--- config.mk ---
export PLATFORM = sky130hd
export DESIGN_NAME = buyruk_uretici
export DESIGN_NICKNAME = d
export VERILOG_FILES = /design/src/rtl/buyruk_uretici.sv
export SDC_FILE = /design/constraint.sdc
export NUM_CORES = 1
export LEC_CHECK = 0
export ABC_AREA = 1
export BUFFER_PORTS_ARGS = -buffer_cell sky130_fd_sc_hd__buf_2
export CORE_ASPECT_RATIO = 1.2
export CORE_MARGIN = 8
export CORE_UTILIZATION = 46
export CTS_CLUSTER_SIZE = 10
export DETAILED_ROUTE_END_ITERATION = 16
export PLACE_DENSITY = 0.68
export SLEW_MARGIN = 20
export SYNTH_ARGS = -nofsm -noshare
export SYNTH_HDL_FRONTEND = slang
export SYNTH_SLANG_ARGS = --single-unit
--- constraint.sdc ---
create_clock -name clk -period 6.5 [get_ports clk]
set_clock_uncertainty 0.2 [all_clocks]
set_input_delay 1.3 -clock clk [delete_from_list [all_inputs] [get_ports clk]]
set_output_delay 1.3 -clock clk [all_outputs]
set_load 0.02 [all_outputs]
--- src/rtl/buyruk_uretici.sv ---
// Issue side of the buyruk interface: queues upstream operation fields, packs them into a
// 79-bit word and keeps exactly one word in flight until the core completes it or it times out.
module buyruk_uretici #(
    parameter int FIFO_DERINLIK = 4,
    parameter int ZAMAN_ASIMI   = 64
) (
    input  logic                             clk,
    input  logic                             rst,
    input  logic                             giris_gecerli,
    output logic                             giris_hazir,
    input  logic [12:0]                      giris_adres,
    input  logic [31:0]                      giris_sayi1,
    input  logic [31:0]                      giris_sayi2,
    input  logic [1:0]                       giris_islem,
    output logic [78:0]                      buyruk,
    output logic                             buyruk_gecerli,
    input  logic                             sonuc_gecerli,
    output logic                             mesgul,
    output logic                             zaman_asimi,
    output logic [$clog2(FIFO_DERINLIK):0]   bekleyen
);
    localparam int PW = $clog2(FIFO_DERINLIK);
    localparam int TW = $clog2(ZAMAN_ASIMI);
    localparam logic [PW:0]   DOLU = (PW+1)'(FIFO_DERINLIK);
    localparam logic [TW-1:0] SON  = TW'(ZAMAN_ASIMI - 1);

    typedef struct packed {
        logic [12:0] adres;
        logic [31:0] sayi1;
        logic [31:0] sayi2;
        logic [1:0]  islem;
    } buyruk_t;

    typedef enum logic [1:0] {BOS, GONDER, BEKLE} durum_t;

    durum_t          durum, durum_sonraki;
    buyruk_t         kuyruk [FIFO_DERINLIK];
    buyruk_t         buyruk_r;
    logic [PW-1:0]   yaz_ptr, oku_ptr;
    logic [TW-1:0]   sayac;
    logic            yaz, al;

    assign giris_hazir = (bekleyen != DOLU);
    assign yaz         = giris_gecerli & giris_hazir;
    assign buyruk      = buyruk_r;

    // Storage needs no reset; only the pointers and count define what is valid.
    always_ff @(posedge clk) begin
        if (yaz)
            kuyruk[yaz_ptr] <= '{adres: giris_adres, sayi1: giris_sayi1,
                                 sayi2: giris_sayi2, islem: giris_islem};
    end

    always_ff @(posedge clk) begin
        if (rst) begin
            yaz_ptr  <= '0;
            oku_ptr  <= '0;
            bekleyen <= '0;
        end else begin
            if (yaz) yaz_ptr <= yaz_ptr + 1'b1;
            if (al)  oku_ptr <= oku_ptr + 1'b1;
            case ({yaz, al})
                2'b10:   bekleyen <= bekleyen + 1'b1;
                2'b01:   bekleyen <= bekleyen - 1'b1;
                default: bekleyen <= bekleyen;
            endcase
        end
    end

    always_ff @(posedge clk) begin
        if (rst) begin
            durum    <= BOS;
            buyruk_r <= '0;
            sayac    <= '0;
        end else begin
            durum <= durum_sonraki;
            if (al)
                buyruk_r <= kuyruk[oku_ptr];
            if (durum == GONDER)
                sayac <= '0;
            else if (durum == BEKLE)
                sayac <= sayac + 1'b1;
        end
    end

    // Completion is tested before the terminal count so a coincident pulse is never a timeout.
    always_comb begin
        durum_sonraki  = durum;
        al             = 1'b0;
        buyruk_gecerli = 1'b0;
        mesgul         = 1'b0;
        zaman_asimi    = 1'b0;
        case (durum)
            BOS: begin
                if (bekleyen != '0) begin
                    al            = 1'b1;
                    durum_sonraki = GONDER;
                end
            end
            GONDER: begin
                buyruk_gecerli = 1'b1;
                mesgul         = 1'b1;
                durum_sonraki  = BEKLE;
            end
            BEKLE: begin
                mesgul = 1'b1;
                if (sonuc_gecerli) begin
                    durum_sonraki = BOS;
                end else if (sayac == SON) begin
                    zaman_asimi   = 1'b1;
                    durum_sonraki = BOS;
                end
            end
            default: durum_sonraki = BOS;
        endcase
    end
endmodule
==> results.md, run 1 <==
- For this run the aggregate overflow at the end of global routing stands at 0.
- The slack of the worst reg-to-reg path is 3.57 ns.
- The count of antenna-violating nets left after detailed routing is 0.
- The post-synthesis async set-or-reset flop share is 0%.
- The first detailed-routing pass took 5 iterations.
- Summed over its instances, the top area cell type makes up 60.8% of the synthesized netlist area.
- After detailed routing, the number of remaining DRC violations is 0.
- The worst register-to-register path ends at buyruk[59].
- For this run, the number of Yosys warnings is 0.
- The library cell appearing most often on the critical path is sky130_fd_sc_hd__buf_2.
- Once detailed placement completed, the half-perimeter wirelength came to 19.2 mm.
- The total standard cell area after synthesis is 0.0156 sq mm.
- The number of global-route vias before repair was 10200.
- The first-pass GRT wire length is 54.5 mm.
- Once the clock tree was built, the resizer swapped 0 gates to a different size.
- Along the worst path, the maximum fanout reaches 2.
- Buffers inserted to repair hold after CTS numbered 0.
- The gate count after technology mapping is 1380.
- Based on the critical path, the design can be clocked at up to 300 MHz.
- Counting cells, the worst reg-to-reg path comes to 6.
- The net count of the finished layout is 1627.
- The post-placement cell area is 0.0167 sq mm.
- The power per cell area is 461 mW/mm^2.
- The critical path is of the primary input to primary output type.
- Setup violations remaining at the end of the flow were counted as 0.
- Across all layers, the routed design uses 10100 vias.
- The flow ran to the end, and the final reports show no timing, DRC or antenna violations.
- The number of core rows is 74.
- The wire length after detailed routing is 34.0 mm.
- The total core area is 0.0337 sq mm.
- The number of sinks handled by clock tree synthesis is 410.
- The worst-case vdd ir drop is 0.339 mV.
- The class of the tightest hold or removal check is flip-flop to flip-flop.
- The number of buffers inserted by post-CTS setup repair is 0.
- The number of violations reported at the end of detailed-routing iteration 0 is 529.
- The post-place setup slack is 3.17 ns.
- Buffers inserted during clock tree synthesis total 47.
- 169 I/O pins were placed.
- For the pin with the worst max-slew slack, the measured transition is 1.06 ns.
- After detailed routing, the average wire length per cell comes to 16.7 um.
- The max-slew violation total from the final report is 0.
- Synthesis produced a netlist with a net count of 1474.
- The nature of the critical path startpoint is a primary input.
- Clock-pin slew was measured on the worst setup and hold paths at 0.05 ns.
- The area growth from synthesis to final layout is 16.3%.
- The beginning of the worst hold path is sayac[0].
- Counting along the longest clock path gives a buffer depth of 3.
- The final cycle utilization of the critical path is 51.3%.
- The total number of H-tree levels is 2.
- The maximum number of pins on one net before global-route repair is 99.
- The synthesized design contains 316 enable-type register cells.
- In the final layout, the share of cells above drive strength 1 is 15.7%.
- The number of distinct library cells after synthesis is 23.
- At the worst endpoint, the arrival time is 1.83 ns.
- The number of port buffers is 168.
- The cell sitting at the root of the clock tree is a sky130_fd_sc_hd__clkbuf_16.
- The vertical extent of the die is 218 um.
- The worst min-delay path endpoint is sayac[0].
- By area the synthesized netlist is led by sky130_fd_sc_hd__edfxtp_1 (61%), sky130_fd_sc_hd__dfxtp_1 (12%), sky130_fd_sc_hd__nor2_1 (12%).
- The worst-case setup margin in the final layout is 3.17 ns.
- The worst setup path is captured at a primary output.
- Counting instances in the post-synthesis netlist gives the leading cell types as sky130_fd_sc_hd__nor2_1 (490), sky130_fd_sc_hd__edfxtp_1 (316), sky130_fd_sc_hd__o21ai_0 (152).
- The starting density of the core is 46.3%.
- After routing, the total negative slack on setup checks comes to 0 ns.
- The synthesized design spends more area on one cell type than any other, namely sky130_fd_sc_hd__edfxtp_1.
- The cell count of the worst hold path is 1.
- For this design the static power due to leakage is 0.00688 uW.
- The slowest library cell on the worst path is sky130_fd_sc_hd__buf_2.
- The synthesized area per cell is 11.3 sq um.
- The via density per instance is 4.97.
- The worst endpoint required time is 5.00 ns.
- The clock latency on the worst-skew pair is 0.55 ns.
- In this run the critical register-to-register path is launched from oku_ptr[0].
- The die is 184 um wide.
- Summing all non-filler instances in the final layout gives an area of 0.0181 sq mm.
- The worst path in the final design needs a cycle of 3.33 ns, including I/O delays and setup.
- Across the run, the number of max-cap violations was 0.
- Across every metal layer, demand over resource in global routing totals 17.1%.
- TritonCTS built the clock tree.
- In this run, synthesis produced a sequential element count of 410.
- The full die area is 0.0401 sq mm.
- The share of the yosys chip area belonging to registers is 72.8%.
- The hold violation count in the final report was 0.
- The peak per-stage delay on the critical path is 0.19 ns.
- The normalized max-slew margin is 29.5%.
- Setup repair after global routing left no endpoint under its margin.
- The most frequent cell after synthesis is sky130_fd_sc_hd__nor2_1.
- The placer congestion estimate is 0.719.
- Walking the worst path, the cells encountered are buf_2, inv_1, nand2_1, nor3_1, buf_2.
- The leading register cell type out of synthesis is sky130_fd_sc_hd__edfxtp_1.
- The number of antenna violations at the first check in global routing is 10.
per-stage QoR:
step,util [%],hold slack [ns],cells,power [uW]
after floorplan,-,0.254,1380,5340
final,53.8,0.297,2031,8360
after CTS,53.8,0.303,2027,8460
after global placement,49.6,0.265,1940,6010
after global routing,53.8,0.340,2030,8920
after detailed placement,49.6,0.294,1940,6060
placed cells by master, fill, tap and decap left out, types with 10 or more instances in the layout:
master / count
sky130_fd_sc_hd__nor2_1: 486
sky130_fd_sc_hd__edfxtp_1: 316
sky130_fd_sc_hd__buf_2: 168
sky130_fd_sc_hd__o21ai_0: 152
sky130_fd_sc_hd__nand2_1: 96
sky130_fd_sc_hd__o21ai_1: 96
sky130_fd_sc_hd__dfxtp_1: 92
sky130_fd_sc_hd__clkbuf_16: 49
sky130_fd_sc_hd__clkbuf_1: 35
sky130_fd_sc_hd__inv_1: 18
sky130_fd_sc_hd__buf_4: 14
sky130_fd_sc_hd__a21oi_1: 12
sky130_fd_sc_hd__ha_1: 10
worst max-delay path: cells and delay by family:
kind                   cells  cell delay, ns
buffers and inverters      3            0.33
AND/OR/NAND/NOR            2            0.21
worst max-delay path by stage:
| stage | startpoint | cells past startpoint | end | slack [ns] |
|---|---|---|---|---|
| 2_1_floorplan | giris_gecerli | 2 | kuyruk[0][0] | 1.00 |
| 3_3_place_gp | sonuc_gecerli | 5 | zaman_asimi | 3.15 |
| 3_5_place_dp | sonuc_gecerli | 5 | zaman_asimi | 3.17 |
| 4_1_cts | sonuc_gecerli | 5 | zaman_asimi | 3.16 |
| 5_1_grt | sonuc_gecerli | 5 | zaman_asimi | 3.11 |
| 6_report | sonuc_gecerli | 5 | zaman_asimi | 3.17 |
cell families (layout without fill, tap and decap cells):
group | Yosys count | count (layout) | share of synthesized area, %
flip-flops | 410 | 410 | 72.8
buffers and inverters | 102 | 293 | 3.41
adder cells (fa/ha/maj) | 11 | 11 | 0.930
other | 0 | 4 | 0
AND/OR/NAND/NOR | 596 | 596 | 14.4
AO/OA/AOI/OAI | 261 | 261 | 8.38
final cells by class:
cell class                 count  area (sq um)
fill                        2940         15600
timing repair buffer         182           946
multi-input combinational    868          3750
clock inverter                 2          25.0
inverter                      24          93.8
clock buffer                  85          1370
tap                          456           571
sequential                   410         11400
antenna                        4          10.0
report_power, final:
part	switching (uW)	internal, uW	leakage (uW)
combinational	1710	704	0.00254
clock	969	1420	0.000664
sequential	223	3340	0.00368
total	2900	5460	0.00688
per-layer routing:
layer | up-vias | share of wire (%) | track usage, % | routed length [um]
met5 | - | 0.15 | 0 | 52
met4 | 8 | 1.9 | 6.03 | 654
met3 | 51 | 6.4 | 4.07 | 2180
met2 | 252 | 49 | 29.1 | 16600
met1 | 4776 | 43 | 21.0 | 14500
li1 | 5015 | - | - | -
flip-flops by register name, indices dropped and copies added (netlist names):
signal and cells:
bekleyen 3, buyruk 79, durum 2, kuyruk 316, oku_ptr 2, sayac 6, yaz_ptr 2
No activity file was read; power rests on OpenSTA's default activity.
==> run 2: changes to the inputs <==
--- a/config.mk
+++ b/config.mk
@@ -5,7 +5,7 @@
 export SDC_FILE = /design/constraint.sdc
 export NUM_CORES = 1
 export LEC_CHECK = 0
-export ABC_AREA = 1
+export ABC_AREA = 0
 export BUFFER_PORTS_ARGS = -buffer_cell sky130_fd_sc_hd__buf_2
 export CORE_ASPECT_RATIO = 1.2
 export CORE_MARGIN = 8
==> constraint.sdc (replaced) <==
create_clock -name clk -period 3.5 [get_ports clk]
set_clock_uncertainty 0.2 [all_clocks]
set_input_delay 0.7 -clock clk [delete_from_list [all_inputs] [get_ports clk]]
set_output_delay 0.7 -clock clk [all_outputs]
set_load 0.02 [all_outputs]
==> run 2 against run 1 <==
Net effect:
- hold slack got worse by 0.13 ns
- die area decreased by 6.2%
- non-clock buffer count up 1
- synthesized cell count down 51%
- first-iteration DRC count fell by 30%
- sequential share of layout area increased by 2.6 points
- clock power is 86% higher
- power increased by 72%
- clock-buffer cell count decreased by 3
- largest power group unchanged
- design area down 4.0%
- sequential power up 85%
==> results.md, run 2 <==
- The total core area is 0.0313 sq mm (was 0.0337 sq mm).
- The total of flip-flops plus latches after synthesis came to 410 (unchanged).
- The xor and xnor area share after synthesis was 0.541% (was 0%).
- The count of flip-flops with a built-in enable after synthesis is 316 (unchanged).
- The number of distinct library cells after synthesis came to 31 (was 23).
- The final non-filler cell area is 0.0174 sq mm (was 0.0181 sq mm).
- The via density per instance is 5.42 (was 4.97).
- The wire length after detailed routing was 28.9 mm (was 34.0 mm).
- The post-placement cell area is 0.0160 sq mm (was 0.0167 sq mm).
- Derived from the worst setup path, the maximum achievable clock frequency is 367 MHz.
- The share of total power consumed by net switching is 29.0% (was 34.7%).
- The fraction of layout cells with a size suffix above 1 came to 35.3% (was 15.7%).
- Unrepaired setup endpoints after global routing: false (unchanged).
- The remaining routing DRC violations came to 0 (unchanged).
- The CTS tree is built (unchanged).
- The post-synth net total is 777 (was 1474).
- The peak per-stage delay on the critical path is 0.32 ns (was 0.19 ns).
- The setup violation total in the final timing report is 0 (unchanged).
- The hold violation count in the final report is 0 (unchanged).
- The estimated wirelength of the detail-placed design was 17.2 mm (was 19.2 mm).
- The filler cell count was 2470 (was 2940).
- The number of max-cap violations is 0 (unchanged).
- The switching power of the nets came to 4160 uW (was 2900 uW).
- The met1 routed wirelength after detailed routing is 11.6 mm (was 14.5 mm).
- The number of global-route vias before repair is 7766 (was 10200).
- The combined global-route utilization of all metal layers is 15.5% (was 17.1%).
- The beginning of the worst hold path is giris_sayi1[27] (was sayac[0]).
- The clock tree root buffer cell is sky130_fd_sc_hd__clkbuf_16 (unchanged).
- The main combinational cell family by area after synthesis is multiplexers (was simple AND/OR/NAND/NOR gates).
- The gate count after technology mapping was 683 (was 1380).
- The number of antenna violations at the first check in global routing was 6 (was 10).
- The amount of wire on met2 after detailed routing was 15.0 mm (was 16.6 mm).
- The maximum number of pins on one net before global-route repair is 68 (was 99).
- The number of primary I/O pins is 169 (unchanged).
- The compound-gate portion of the synthesized area is 5.15% (was 8.38%).
- The routed length per instance is 21.9 um (was 16.7 um).
- The max-slew violation total from the final report is 0 (unchanged).
- The category of cells accounting for the largest share of critical-path delay was simple AND/OR/NAND/NOR gates (was buffers and inverters).
- The slew at the pin closest to its max-slew limit is 0.733 ns (was 1.06 ns).
- The post-place setup slack was 0.886 ns (was 3.17 ns).
- Synth top cells by count: sky130_fd_sc_hd__edfxtp_1 (316), sky130_fd_sc_hd__dfxtp_1 (94), sky130_fd_sc_hd__a22o_1 (79), sky130_fd_sc_hd__mux4_2 (79), sky130_fd_sc_hd__buf_2 (20) (was sky130_fd_sc_hd__nor2_1 (490), sky130_fd_sc_hd__edfxtp_1 (316), sky130_fd_sc_hd__o21ai_0 (152)).
- The starting density of the core is 46.6% (was 46.3%).
- The post-cts sizing count is 0 (unchanged).
- The post-synthesis async set-or-reset flop share was 0% (unchanged).
- The combinational fraction of design power was 23.4% (was 28.8%).
- The final cell utilization of the core came to 55.7% (was 53.8%).
- The worst-case setup margin in the final layout is 0.775 ns (was 3.17 ns).
- The power per cell area is 825 mW/mm^2 (was 461 mW/mm^2).
- The maximum fanout along the worst path is 6 (was 2).
- The number of port buffers is 168 (unchanged).
- The full die area is 0.0376 sq mm (was 0.0401 sq mm).
- The count of buffer and inverter cells on the critical path is 2 (was 3).
- The largest buffer count on any clock path is 3 (unchanged).
- The leakage power figure is 0.00614 uW (was 0.00688 uW).
- The origin of the worst setup path is durum[0] (was sonuc_gecerli).
- The area growth from synthesis to final layout is 19.6% (was 16.3%).
- The share of the yosys chip area belonging to registers is 78.1% (was 72.8%).
- The number of violations reported at the end of detailed-routing iteration 0 is 370 (was 529).
- The summed negative setup slack over all endpoints is 0 ns (unchanged).
- Dividing the final minimum period by the clock period gives 77.8%.
- Cell types with the largest area share after synthesis: sky130_fd_sc_hd__edfxtp_1 (65%), sky130_fd_sc_hd__dfxtp_1 (13%), sky130_fd_sc_hd__mux4_2 (12%) (was sky130_fd_sc_hd__edfxtp_1 (61%), sky130_fd_sc_hd__dfxtp_1 (12%), sky130_fd_sc_hd__nor2_1 (12%)).
- The first-pass detailed-route iteration total is 6 (was 5).
- The worst-case vdd ir drop is 0.604 mV (was 0.339 mV).
- The multiplexer share of the synthesized area was 12.4% (was 0%).
- The number of buffers inserted by post-CTS setup repair was 0 (unchanged).
- The nature of the critical path startpoint is a flip-flop (was primary input).
- The first-pass GRT wire length is 44.7 mm (was 54.5 mm).
- Ordered list of cells on the worst path: inv_1, ha_1, nand4_1, nor3_1, buf_2 (was buf_2, inv_1, nand2_1, nor3_1, buf_2).
- The count of antenna-violating nets left after detailed routing is 0 (unchanged).
- The final global-route overflow total is 0 (unchanged).
- The number of core rows is 71 (was 74).
- The placer congestion estimate is 0.726 (was 0.719).
- The most flop-heavy register is kuyruk (unchanged).
- The total standard cell area after synthesis is 0.0146 sq mm (was 0.0156 sq mm).
- The worst endpoint required time is 2.60 ns (was 5.00 ns).
- Highest-count cells in the layout ignoring fill and taps: sky130_fd_sc_hd__edfxtp_1 (316), sky130_fd_sc_hd__buf_2 (168), sky130_fd_sc_hd__dfxtp_1 (92) (was sky130_fd_sc_hd__nor2_1 (486), sky130_fd_sc_hd__edfxtp_1 (316), sky130_fd_sc_hd__buf_2 (168)).
- The post-route worst hold slack is 0.163 ns (was 0.297 ns).
- The area share of the largest cell type after synthesis came to 65.2% (was 60.8%).
- The most frequent cell after synthesis is sky130_fd_sc_hd__edfxtp_1 (was sky130_fd_sc_hd__nor2_1).
- The post-synthesis share of cell area spent on and, or, nand and nor gates is 1.30% (was 14.4%).
- The clock input transition at the sequential cells of the worst setup and hold paths is 0.06 ns (was 0.05 ns).
- The data arrival at the endpoint of the critical path came to 1.82 ns (was 1.83 ns).
- The sort of element at the end of the critical path was a primary output (unchanged).
- The total length of routed met3 wires is 1.67 mm (was 2.18 mm).
- The number of nets in the layout is 972 (was 1627).
- The leading area contributor after synthesis is sky130_fd_sc_hd__edfxtp_1 (unchanged).
- The post-synthesis share of cell area spent on full adders, half adders and majority gates is 0.997% (was 0.930%).
- The clock latency on the worst-skew pair was 0.54 ns (was 0.55 ns).
- The origin of the critical flop-to-flop path is bekleyen[2] (was oku_ptr[0]).
- The path type of the worst setup path is flip-flop to primary output (was primary input to primary output).
- The top metal layer carrying routed signals is met5 (unchanged).
- The internal power contribution is 10200 uW (was 5460 uW).
- The proportion of power drawn by the clock network was 30.8% (was 28.5%).
- The post-cts hold buffer count was 0 (unchanged).
- The flip-flop count of the largest register, all copies and words added is 316 (unchanged).
- The chip width was 178 um (was 184 um).
- The normalized max-slew margin is 51.1% (was 29.5%).
- The total number of H-tree levels is 2 (unchanged).
- The most frequent standard cell in the layout excluding fill and tap cells is sky130_fd_sc_hd__edfxtp_1 (was sky130_fd_sc_hd__nor2_1).
- The class of the tightest hold or removal check is primary input to flip-flop (was flip-flop to flip-flop).
- The leading register cell type out of synthesis is sky130_fd_sc_hd__edfxtp_1 (unchanged).
- The slowest library cell on the worst path is sky130_fd_sc_hd__dfxtp_1 (was sky130_fd_sc_hd__buf_2).
- The total number of yosys warnings is 0 (unchanged).
- Result of the run: finished, final reports clean (unchanged).
- The via total after detailed routing came to 7150 (was 10100).
- The vertical extent of the die is 211 um (was 218 um).
- The sequential power share is 45.8% (was 42.6%).
- The synthesized area per cell is 21.3 sq um (was 11.3 sq um).
- For the finished layout, the period the worst path requires is 2.72 ns.
- The total CTS buffers came to 47 (unchanged).
- The number of sinks handled by clock tree synthesis is 410 (unchanged).
==> run 2: cell type report <==
cell class / instances / area, sq um / share of cell area [%]
Sequential cell: 410 / 11400 / 65.3
Multi-Input combinational cell: 228 / 3000 / 17.3
Clock buffer: 82 / 1330 / 7.63
Timing Repair Buffer: 183 / 1100 / 6.34
Tap cell: 401 / 502 / 2.88
Clock inverter: 4 / 60.1 / 0.345
Inverter: 8 / 30.0 / 0.172
Antenna cell: 3 / 7.51 / 0.0431
==> run 2: stage by stage <==
stage | power [uW] | instances
global placement | 10100 | 1230
global route | 15000 | 1319
CTS | 14600 | 1316
floorplan | 8900 | 683
finish | 14400 | 1319
detailed placement | 10100 | 1230
==> run 2: per-layer routing <==
layer | global-route usage (%) | up-vias
met2 | 27.1 | 174
met3 | 3.67 | 47
met5 | 0 | -
met1 | 18.4 | 3707
li1 | - | 3216
met4 | 5.28 | 6
==> run 2: final timing paths <==
| check | end | slack [ns] | cells after the start |
|---|---|---|---|
| worst max-delay path | zaman_asimi | 0.78 | 5 |
| worst min-delay path | kuyruk[0][61] | 0.16 | 1 |
| worst max register to register | bekleyen[2] | 0.86 | 9 |
| worst min register to register | buyruk[36] | 0.27 | 1 |
==> run 2: cells by family (layout without fill, tap and decap cells) <==
kind of cell,Yosys count,after routing
compound gates,89,89
xor+xnor,9,9
fa+ha+maj,11,11
buf+inv,45,277
flops,410,410
mux,82,82
other cells,0,3
simple gates,37,37
==> run 2: power by group through the flow <==
stage	combinational [uW]	sequential [uW]	clock [uW]
floorplan	1880	7020	0
global placement	3400	6660	0
detailed placement	3430	6690	0
CTS	3450	6600	4530
global route	3640	6670	4720
finish	3360	6580	4430
